==> src/rtl/lock_pkg.sv <==
// Shared types and constants for the keypad lock sequencer.
//   lock_state_e : sequencer states
//   CODE_DIGITS  : digits per entry (4), DIGIT_W : bits per digit (4)
//   code_nibble  : returns the digit of a code expected at a given entry position
package lock_pkg;

    localparam int unsigned CODE_DIGITS = 4;
    localparam int unsigned DIGIT_W     = 4;
    localparam int unsigned CODE_W      = CODE_DIGITS * DIGIT_W;
    localparam int unsigned COUNT_W     = 3;
    localparam int unsigned FAIL_W      = 2;

    typedef enum logic [2:0] {
        ST_IDLE,
        ST_COLLECT,
        ST_CHECK,
        ST_OPEN,
        ST_LOCKOUT
    } lock_state_e;

    // Digit idx of the code, most-significant nibble first.
    function automatic logic [DIGIT_W-1:0] code_nibble(input logic [CODE_W-1:0] code,
                                                       input logic [COUNT_W-1:0] idx);
        logic [CODE_W-1:0] shifted;
        shifted = code << (DIGIT_W * idx);
        return shifted[CODE_W-1 -: DIGIT_W];
    endfunction

endpackage

==> src/rtl/lock_timer.sv <==
// Loadable down-counter with a registered zero flag.
//   clock, reset : clock, asynchronous active-low reset (count 0, zero 1)
//   load         : load load_value this cycle (takes priority over counting)
//   load_value   : value to load
//   zero         : count is zero
// The counter stops at zero until reloaded.
module lock_timer #(
    parameter int unsigned W = 8
) (
    input  logic         clock,
    input  logic         reset,
    input  logic         load,
    input  logic [W-1:0] load_value,
    output logic         zero
);

    logic [W-1:0] count_q;
    logic [W-1:0] count_d;

    // Next count: load, else decrement until zero.
    always_comb begin
        count_d = count_q;
        if (load) begin
            count_d = load_value;
        end else if (count_q != '0) begin
            count_d = count_q - W'(1);
        end
    end

    // Count and zero flag registers.
    always_ff @(posedge clock or negedge reset) begin
        if (!reset) begin
            count_q <= '0;
            zero    <= 1'b1;
        end else begin
            count_q <= count_d;
            zero    <= (count_d == '0);
        end
    end

endmodule

==> src/rtl/lock_sequencer.sv <==
// Keypad code lock: collects four digits, checks them against a stored code,
// opens for a fixed window on success and locks out after repeated failures.
//   clock, reset  : clock, asynchronous active-low reset
//   digit         : keypad digit, transferred when digit_valid & digit_ready
//   digit_valid   : digit present this cycle
//   digit_ready   : digits accepted (IDLE and COLLECT only)
//   cypher        : replacement code, taken when cypher_load is high in OPEN
//   cypher_load   : request to replace the stored code
//   unlock        : high throughout OPEN
//   alarm         : high throughout LOCKOUT
//   fail_count    : consecutive failed entries
//   digit_count   : digits collected in the current entry
// Build option: define LOCK_SEQ_TIMEOUT_EN to abandon an entry after
// ENTRY_TIMEOUT idle cycles in COLLECT.
module lock_sequencer
    import lock_pkg::*;
#(
    parameter logic [CODE_W-1:0] DEFAULT_CODE   = 16'h1234,
    parameter int unsigned       MAX_TRIES      = 3,
    parameter int unsigned       OPEN_CYCLES    = 16,
    parameter int unsigned       LOCKOUT_CYCLES = 64,
    parameter int unsigned       ENTRY_TIMEOUT  = 32
) (
    input  logic               clock,
    input  logic               reset,
    input  logic [DIGIT_W-1:0] digit,
    input  logic               digit_valid,
    output logic               digit_ready,
    input  logic [CODE_W-1:0]  cypher,
    input  logic               cypher_load,
    output logic               unlock,
    output logic               alarm,
    output logic [FAIL_W-1:0]  fail_count,
    output logic [COUNT_W-1:0] digit_count
);

    // One timer serves every window, so size it for the longest.
    localparam int unsigned WIN_A   = (OPEN_CYCLES > LOCKOUT_CYCLES) ? OPEN_CYCLES : LOCKOUT_CYCLES;
    localparam int unsigned WIN_MAX = (WIN_A > ENTRY_TIMEOUT) ? WIN_A : ENTRY_TIMEOUT;
    localparam int unsigned TIMER_W = (WIN_MAX > 1) ? $clog2(WIN_MAX) : 1;

    lock_state_e         state_q;
    lock_state_e         state_d;
    logic [CODE_W-1:0]   code_q;
    logic                mismatch_q;
    logic                mismatch_d;
    logic [COUNT_W-1:0]  digit_count_d;
    logic [FAIL_W-1:0]   fail_count_d;
    logic                unlock_d;
    logic                alarm_d;
    logic                digit_ready_d;
    logic                timer_load;
    logic [TIMER_W-1:0]  timer_value;
    logic                timer_zero;
    logic                accept;
    logic                last_digit;
    logic [FAIL_W:0]     tries_next;
    logic                lockout_due;

    assign accept      = digit_valid & digit_ready;
    assign last_digit  = (digit_count == COUNT_W'(CODE_DIGITS - 1));
    assign tries_next  = {1'b0, fail_count} + (FAIL_W + 1)'(1);
    assign lockout_due = (tries_next >= (FAIL_W + 1)'(MAX_TRIES));

    lock_timer #(
        .W (TIMER_W)
    ) u_timer (
        .clock      (clock),
        .reset      (reset),
        .load       (timer_load),
        .load_value (timer_value),
        .zero       (timer_zero)
    );

    // State register.
    always_ff @(posedge clock or negedge reset) begin
        if (!reset) begin
            state_q <= ST_IDLE;
        end else begin
            state_q <= state_d;
        end
    end

    // Next-state logic.
    always_comb begin
        state_d = state_q;
        unique case (state_q)
            ST_IDLE: begin
                if (accept) begin
                    state_d = ST_COLLECT;
                end
            end
            ST_COLLECT: begin
                if (accept && last_digit) begin
                    state_d = ST_CHECK;
                end
`ifdef LOCK_SEQ_TIMEOUT_EN
                else if (!accept && timer_zero) begin
                    state_d = ST_IDLE;
                end
`endif
            end
            ST_CHECK: begin
                if (!mismatch_q) begin
                    state_d = ST_OPEN;
                end else if (lockout_due) begin
                    state_d = ST_LOCKOUT;
                end else begin
                    state_d = ST_IDLE;
                end
            end
            ST_OPEN: begin
                if (timer_zero) begin
                    state_d = ST_IDLE;
                end
            end
            ST_LOCKOUT: begin
                if (timer_zero) begin
                    state_d = ST_IDLE;
                end
            end
            default: begin
                state_d = ST_IDLE;
            end
        endcase
    end

    // Output and datapath next values; everything is registered below.
    always_comb begin
        digit_count_d = digit_count;
        fail_count_d  = fail_count;
        mismatch_d    = mismatch_q;
        timer_load    = 1'b0;
        timer_value   = '0;

        unique case (state_q)
            ST_IDLE, ST_COLLECT: begin
                if (accept) begin
                    digit_count_d = digit_count + COUNT_W'(1);
                    mismatch_d    = mismatch_q | (digit != code_nibble(code_q, digit_count));
`ifdef LOCK_SEQ_TIMEOUT_EN
                    // Every accepted digit restarts the idle budget.
                    timer_load    = 1'b1;
                    timer_value   = TIMER_W'(ENTRY_TIMEOUT - 1);
`endif
                end
            end
            ST_CHECK: begin
                digit_count_d = '0;
                if (state_d == ST_OPEN) begin
                    fail_count_d = '0;
                    timer_load   = 1'b1;
                    timer_value  = TIMER_W'(OPEN_CYCLES - 1);
                end else if (state_d == ST_LOCKOUT) begin
                    fail_count_d = FAIL_W'(MAX_TRIES);
                    timer_load   = 1'b1;
                    timer_value  = TIMER_W'(LOCKOUT_CYCLES - 1);
                end else begin
                    fail_count_d = fail_count + FAIL_W'(1);
                end
            end
            ST_LOCKOUT: begin
                if (state_d == ST_IDLE) begin
                    fail_count_d = '0;
                end
            end
            default: begin
            end
        endcase

        // Any return to IDLE starts a fresh entry.
        if ((state_d == ST_IDLE) && (state_q != ST_IDLE)) begin
            mismatch_d    = 1'b0;
            digit_count_d = '0;
        end

        unlock_d      = (state_d == ST_OPEN);
        alarm_d       = (state_d == ST_LOCKOUT);
        digit_ready_d = (state_d == ST_IDLE) || (state_d == ST_COLLECT);
    end

    // Registered outputs, entry tracking and stored code.
    always_ff @(posedge clock or negedge reset) begin
        if (!reset) begin
            code_q      <= DEFAULT_CODE;
            mismatch_q  <= 1'b0;
            digit_count <= '0;
            fail_count  <= '0;
            unlock      <= 1'b0;
            alarm       <= 1'b0;
            digit_ready <= 1'b1;
        end else begin
            mismatch_q  <= mismatch_d;
            digit_count <= digit_count_d;
            fail_count  <= fail_count_d;
            unlock      <= unlock_d;
            alarm       <= alarm_d;
            digit_ready <= digit_ready_d;
            if ((state_q == ST_OPEN) && cypher_load) begin
                code_q <= cypher;
            end
        end
    end

endmodule

==> config.mk <==
export PLATFORM = sky130hd
export DESIGN_NAME = lock_sequencer
export DESIGN_NICKNAME = d
export VERILOG_FILES = /design/src/rtl/lock_pkg.sv /design/src/rtl/lock_timer.sv /design/src/rtl/lock_sequencer.sv
export SDC_FILE = /design/constraint.sdc
export NUM_CORES = 1
export LEC_CHECK = 0
export CAP_MARGIN = 40
export CELL_PAD_IN_SITES_DETAIL_PLACEMENT = 0
export CELL_PAD_IN_SITES_GLOBAL_PLACEMENT = 1
export CORE_MARGIN = 4
export CORE_UTILIZATION = 43
export CTS_BUF_LIST = sky130_fd_sc_hd__clkbuf_8
export DETAILED_ROUTE_END_ITERATION = 10
export GPL_ROUTABILITY_DRIVEN = 1
export MAX_ROUTING_LAYER = met4
export PLACE_DENSITY_LB_ADDON = 0.1
export SLEW_MARGIN = 20
export SYNTH_ARGS = -nofsm -noshare
export SYNTH_HDL_FRONTEND = slang
export SYNTH_SLANG_ARGS = --single-unit
==> constraint.sdc <==
create_clock -name clock -period 2.2 [get_ports clock]
set_input_delay 0.44 -clock clock [delete_from_list [all_inputs] [get_ports clock]]
set_output_delay 0.44 -clock clock [all_outputs]
set_load 0.01 [all_outputs]
Word level (Yosys, flattened, before mapping). Index checks and enable logic that the tools add are counted.

Register bits after elaboration: 35. Bits in latches: 0. Bits in writable memories: 0. ROM bits: 0. Input bits: 24. Output and inout port bits: 8. Word-level logic and storage cells: 71. Memories: 0.

Add/subtract/negate cells: 4. $mul: 0. Div/mod/pow operators: 0. Magnitude comparators: 1. Eq/ne operators: 11. Shift-type cells: 1. Multiplexer cells: 24. Bitwise logic cells: 2. Reduce and logical (&&, ||, !) cells: 18.

Operator list (count): 6-bit two-way mux (5); 3-bit two-way mux (7); 16-bit by 5-bit left shift with 16-bit output (1); 3-bit by 2-bit equality test with 1-bit output, second input constant (4); 3-bit case mux with 4 select lines (1); 3-bit by 1-bit equality test with 1-bit output, second input constant (2); 3-bit equality test, second input constant (2); 3-bit logical NOT (2); 6-bit logical NOT (1); 1-bit two-way mux (6); 2-bit two-way mux (3); 3-bit case mux with 2 select lines (1); 2-bit AND reduction (3); 2-bit nonzero test (3); 3-bit nonzero test (2); 6-bit nonzero test (1); 6-bit by 1-bit subtractor with 6-bit output, second input constant (1); 4-bit inequality test (1); 2-bit case mux with 2 select lines (1); 2-bit OR reduction (2); 2-bit by 1-bit adder with 3-bit output, second input constant (1); 3-bit by 1-bit adder with 3-bit output, second input constant (1); 3-bit by 2-bit >= comparator with 1-bit output, second input constant (1); 1-bit logical AND (3); 6 further kinds (6).

Longest topological paths before layout.
Word-level depth: 11. Mapped depth: 7. Gate-level depth less buffers: 7.

By module. Synthesis repeated with hierarchy kept, for this count alone.

Cells, all modules: 173. Area total of the unflattened synthesis: 1899.3 µm².

Modules (own cells, without submodules): lock_sequencer (times used 1, cells each 119, area an instance 1423.9 µm², seq. area each 708.2 µm²); lock_timer (times used 1, cells each 54, area an instance 475.5 µm², seq. area each 176.4 µm²).

Worst setup path after synthesis. No wires, ideal clock.

Path kind: register -> register. Start point: register digit_count[0]. End point: register mismatch_q. Library setup time: 138 ps. Data arrival time: 1712 ps. Data required time: 2062 ps. Slack: 350 ps. Stages on the path, launching flop included: 7. Path buffers: 1. Period minus slack after synthesis: 1850 ps. Cells stage by stage: dfrtp_1 > buf_6 > mux4_1 > nor4b_1 > a22o_1 > a41o_1 > a311oi_1.

Longest elaborated chain between the ends: 8. Elaborated cells on any way between the ends: 15. Classes of those cells: 2 x eq/ne; 1 x shift; 5 x mux; 1 x bitwise; 6 x reduce/logical.

Ends and longest elaborated chain: start: declaration (line lock_sequencer.sv:34) `output logic [COUNT_W-1:0] digit_count`; start signal: assignment (line lock_sequencer.sv:194) `digit_count <= digit_count_d;`; branches (longest 8 deep; another with 16-bit by 5-bit left shift with 16-bit output); end signal: assignment (line lock_sequencer.sv:193) `mismatch_q <= mismatch_d;`; end: declaration (line lock_sequencer.sv:45) `logic mismatch_q;`.

Several ways; the timed one is not identified. The select of a mux whose other input is x is not followed. A chain may end at the register's enable or synchronous reset.

Final worst setup path. Same ends and word-level chain as after synthesis.

==> flow_summary.json <==
{
  "outcome": "finished, final reports clean",
  "core_sq_mm": 0.004029,
  "grt_max_degree": 36,
  "max_freq_mhz": 497.9,
  "finalWorstSetupSlack_ns": 0.1916,
  "crit_path_max_incr_delay_ns": 0.66,
  "hpwl_um": 2981,
  "synth_top_flop_cell": "dfrtp_1",
  "wl_per_cell_um": 16.28,
  "post-route-period-util": 0.9129,
  "cp_data_required_time_ns": 2.36,
  "synth_cell_type_count": 39,
  "crit_family": "multiplexers",
  "ys_seq_area_frac": 0.4934,
  "hp-class": "reg -> reg",
  "finClkSkew_ns": 0.01068,
  "post-route-min-period_ns": 2.008,
  "path_max_fanout": 8,
  "synth_top_cell_by_area": "dfrtp_1",
  "synth-async-reset-ratio": 1.000,
  "synthesis.nets": 188,
  "place_ws_ns": 0.2167,
  "yosys.area_share.adder": 0.04187,
  "h-tree-depth": 2,
  "syn_area_per_cell_sq_um": 11.35,
  "detail_route.first_pass.iterations": 4,
  "synth_most_common_cell": "dfrtp_1",
  "via_per_inst": 5.561,
  "worstMarginPinSlew_ns": 0.4424,
  "finalHoldViolations": 0,
  "die_x_um": 72.58,
  "drc": 0,
  "grt_pass1_wl_um": 6444,
  "p_leak_nw": 1.006,
  "cts_tree": "yes",
  "pin_count": 32,
  "cp.arrival_ns": 2.17,
  "placed_cells": 238,
  "ys_warn_count": 0,
  "path_class": "reg -> reg",
  "vias": 1368,
  "clkSinkCount": 35,
  "critical_path.startpoint_type": "flop",
  "synth_commonest_cells": "28 x dfrtp_1, 16 x mux2_2, 14 x nand2_1, 11 x inv_1",
  "wl_um": 4006,
  "cp.buffers_inverters": 0,
  "ant_nets": 0,
  "reg2reg_setup_slack_ns": 0.19,
  "drv_cap": 0,
  "netlist.area_leader.share": 0.3908,
  "drive_gt1_frac": 0.1888,
  "final_util": 0.5627,
  "std_cell_rows": 23,
  "setup_violations": 0,
  "nets": 225,
  "start_util": 0.4450,
  "synth_top_family_by_area": "multiplexers",
  "hold_buffers": 0,
  "ys_ff_latch": 35,
  "fp.dieH_um": 72.58,
  "die_area_sq_mm": 0.005267,
  "root_buffer": "clkbuf_8",
  "syn_area_sq_mm": 0.001793,
  "rsz0062_at_grt": "no",
  "synth-simple-area-share": 0.1103,
  "numCtsBuffers": 5,
  "synth.area.mux_share": 0.1549,
  "cts.clk_slew.worst_paths_ns": 0.07,
  "path_cells": "mux4_1, nor4b_1, a22o_1, a41o_1, a311oi_1",
  "drt_iter0_markers": 71,
  "power_density_mw_per_mm2": 1278,
  "final_cell_area_sq_mm": 0.002267,
  "max-slew-margin-rel": 0.7051,
  "port-buffer-count": 31,
  "clk_latency_ns": 0.29,
  "final_cells": 246,
  "grt_pass1_vias": 1353,
  "finalPower_mw": 2.896,
  "whs_ns": 0.5063,
  "routabilityCongestion": 0.7523,
  "place_area_sq_mm": 0.002167,
  "antenna_cells": 0,
  "syn_inst": 158,
  "crit_slowest_cell": "mux4_1",
  "synth-xor-area-share": 0.02931,
  "critPathCaptureType": "flop",
  "cts_buffer_depth": 2,
  "antenna_found_initial": 0,
  "maxSlewViolCount": 0,
  "cts_setup_buffers": 0,
  "syn_to_final_growth_pct": 26.45,
  "overflow": 0,
  "fin_tns_setup_ns": 0,
  "ctsResizeCount": 0,
  "ir_drop_mv": 0.4865,
  "synth-compound-area-share": 0.1312,
  "synth_area_leaders": "dfrtp_1 39%, dfstp_2 10%, mux2_2 10%",
  "synth-edff-count": 0,
  "grtUsageTotal": 0.1634
}
-- registers in the layout (all words and copies together), names as in the netlist --
register and flops:
fail_count 2, digit_ready 1, code_q 16, u_timer.count_q 6, mismatch_q 1, state_q 3, u_timer.zero 1, digit_count 3
unlock 1, alarm 1
-- cell usage in the layout, fill, tap and decap left out, types with 2 or more instances in the layout --
cell type,synthesis,layout
a21o_1,3,3
a21oi_1,6,6
a31oi_1,2,2
buf_4,0,4
clkbuf_8,0,7
clkdlybuf4s50_1,0,31
dfrtp_1,28,28
dfstp_2,7,7
ha_1,6,6
inv_1,11,12
mux2_2,16,16
mux4_1,2,2
mux4_2,2,2
nand2_1,14,14
nand2b_1,3,3
nor2_1,10,10
nor3_1,3,3
o21ai_0,10,10
o41ai_1,5,5
or3_1,2,2
xnor2_1,4,4
xor2_1,2,2
-- where the power goes --
part	switching [mW]	total, mW	internal, mW
Sequential	0.271	1.24	0.969
Clock	0.228	0.509	0.281
Combinational	0.511	1.15	0.636
Total	1.01	2.90	1.89
-- area by class of cell --
class | instances | area [sq um]
Multi-Input combinational cell | 107 | 838.3
Clock inverter | 1 | 3.754
Timing Repair Buffer | 35 | 340.3
Sequential cell | 35 | 884.6
Clock buffer | 7 | 96.34
Fill cell | 368 | 1762
Inverter | 11 | 41.29
Tap cell | 50 | 62.56
-- final timing paths --
check / from / end / depth (start not counted)
worst max-delay path: digit_count[0]$_DFFE_PN0P_ / mismatch_q$_DFFE_PN0P_ / 5
worst min-delay path: code_q[10]$_DFFE_PN0P_ / code_q[10]$_DFFE_PN0P_ / 1
worst max register to register: digit_count[0]$_DFFE_PN0P_ / mismatch_q$_DFFE_PN0P_ / 5
worst min register to register: code_q[10]$_DFFE_PN0P_ / code_q[10]$_DFFE_PN0P_ / 1
max in group asynchronous: reset / code_q[5]$_DFFE_PN1P_ / 2
min in group asynchronous: reset / alarm$_DFF_PN0_ / 2
-- metal layers --
metal | vias to the layer above | global-route usage | wire [um]
li1 | 647 | - | -
met1 | 671 | 0.2035 | 1758
met2 | 46 | 0.2675 | 2034
met3 | 4 | 0.04270 | 189
met4 | 0 | 0.03689 | 23
met5 | - | - | 0
-- kinds of logic (layout without fill, tap and decap cells) --
| family | after synthesis | count (layout) |
|---|---|---|
| and+or+nand+nor | 40 | 40 |
| AOI/OAI and AO/OA | 35 | 35 |
| DFF | 35 | 35 |
| muxes | 20 | 20 |
| buffers and inverters | 16 | 54 |
| adders and majority gates | 6 | 6 |
| xor gates and xnor gates | 6 | 6 |
Power figures use the tool's default switching activity.
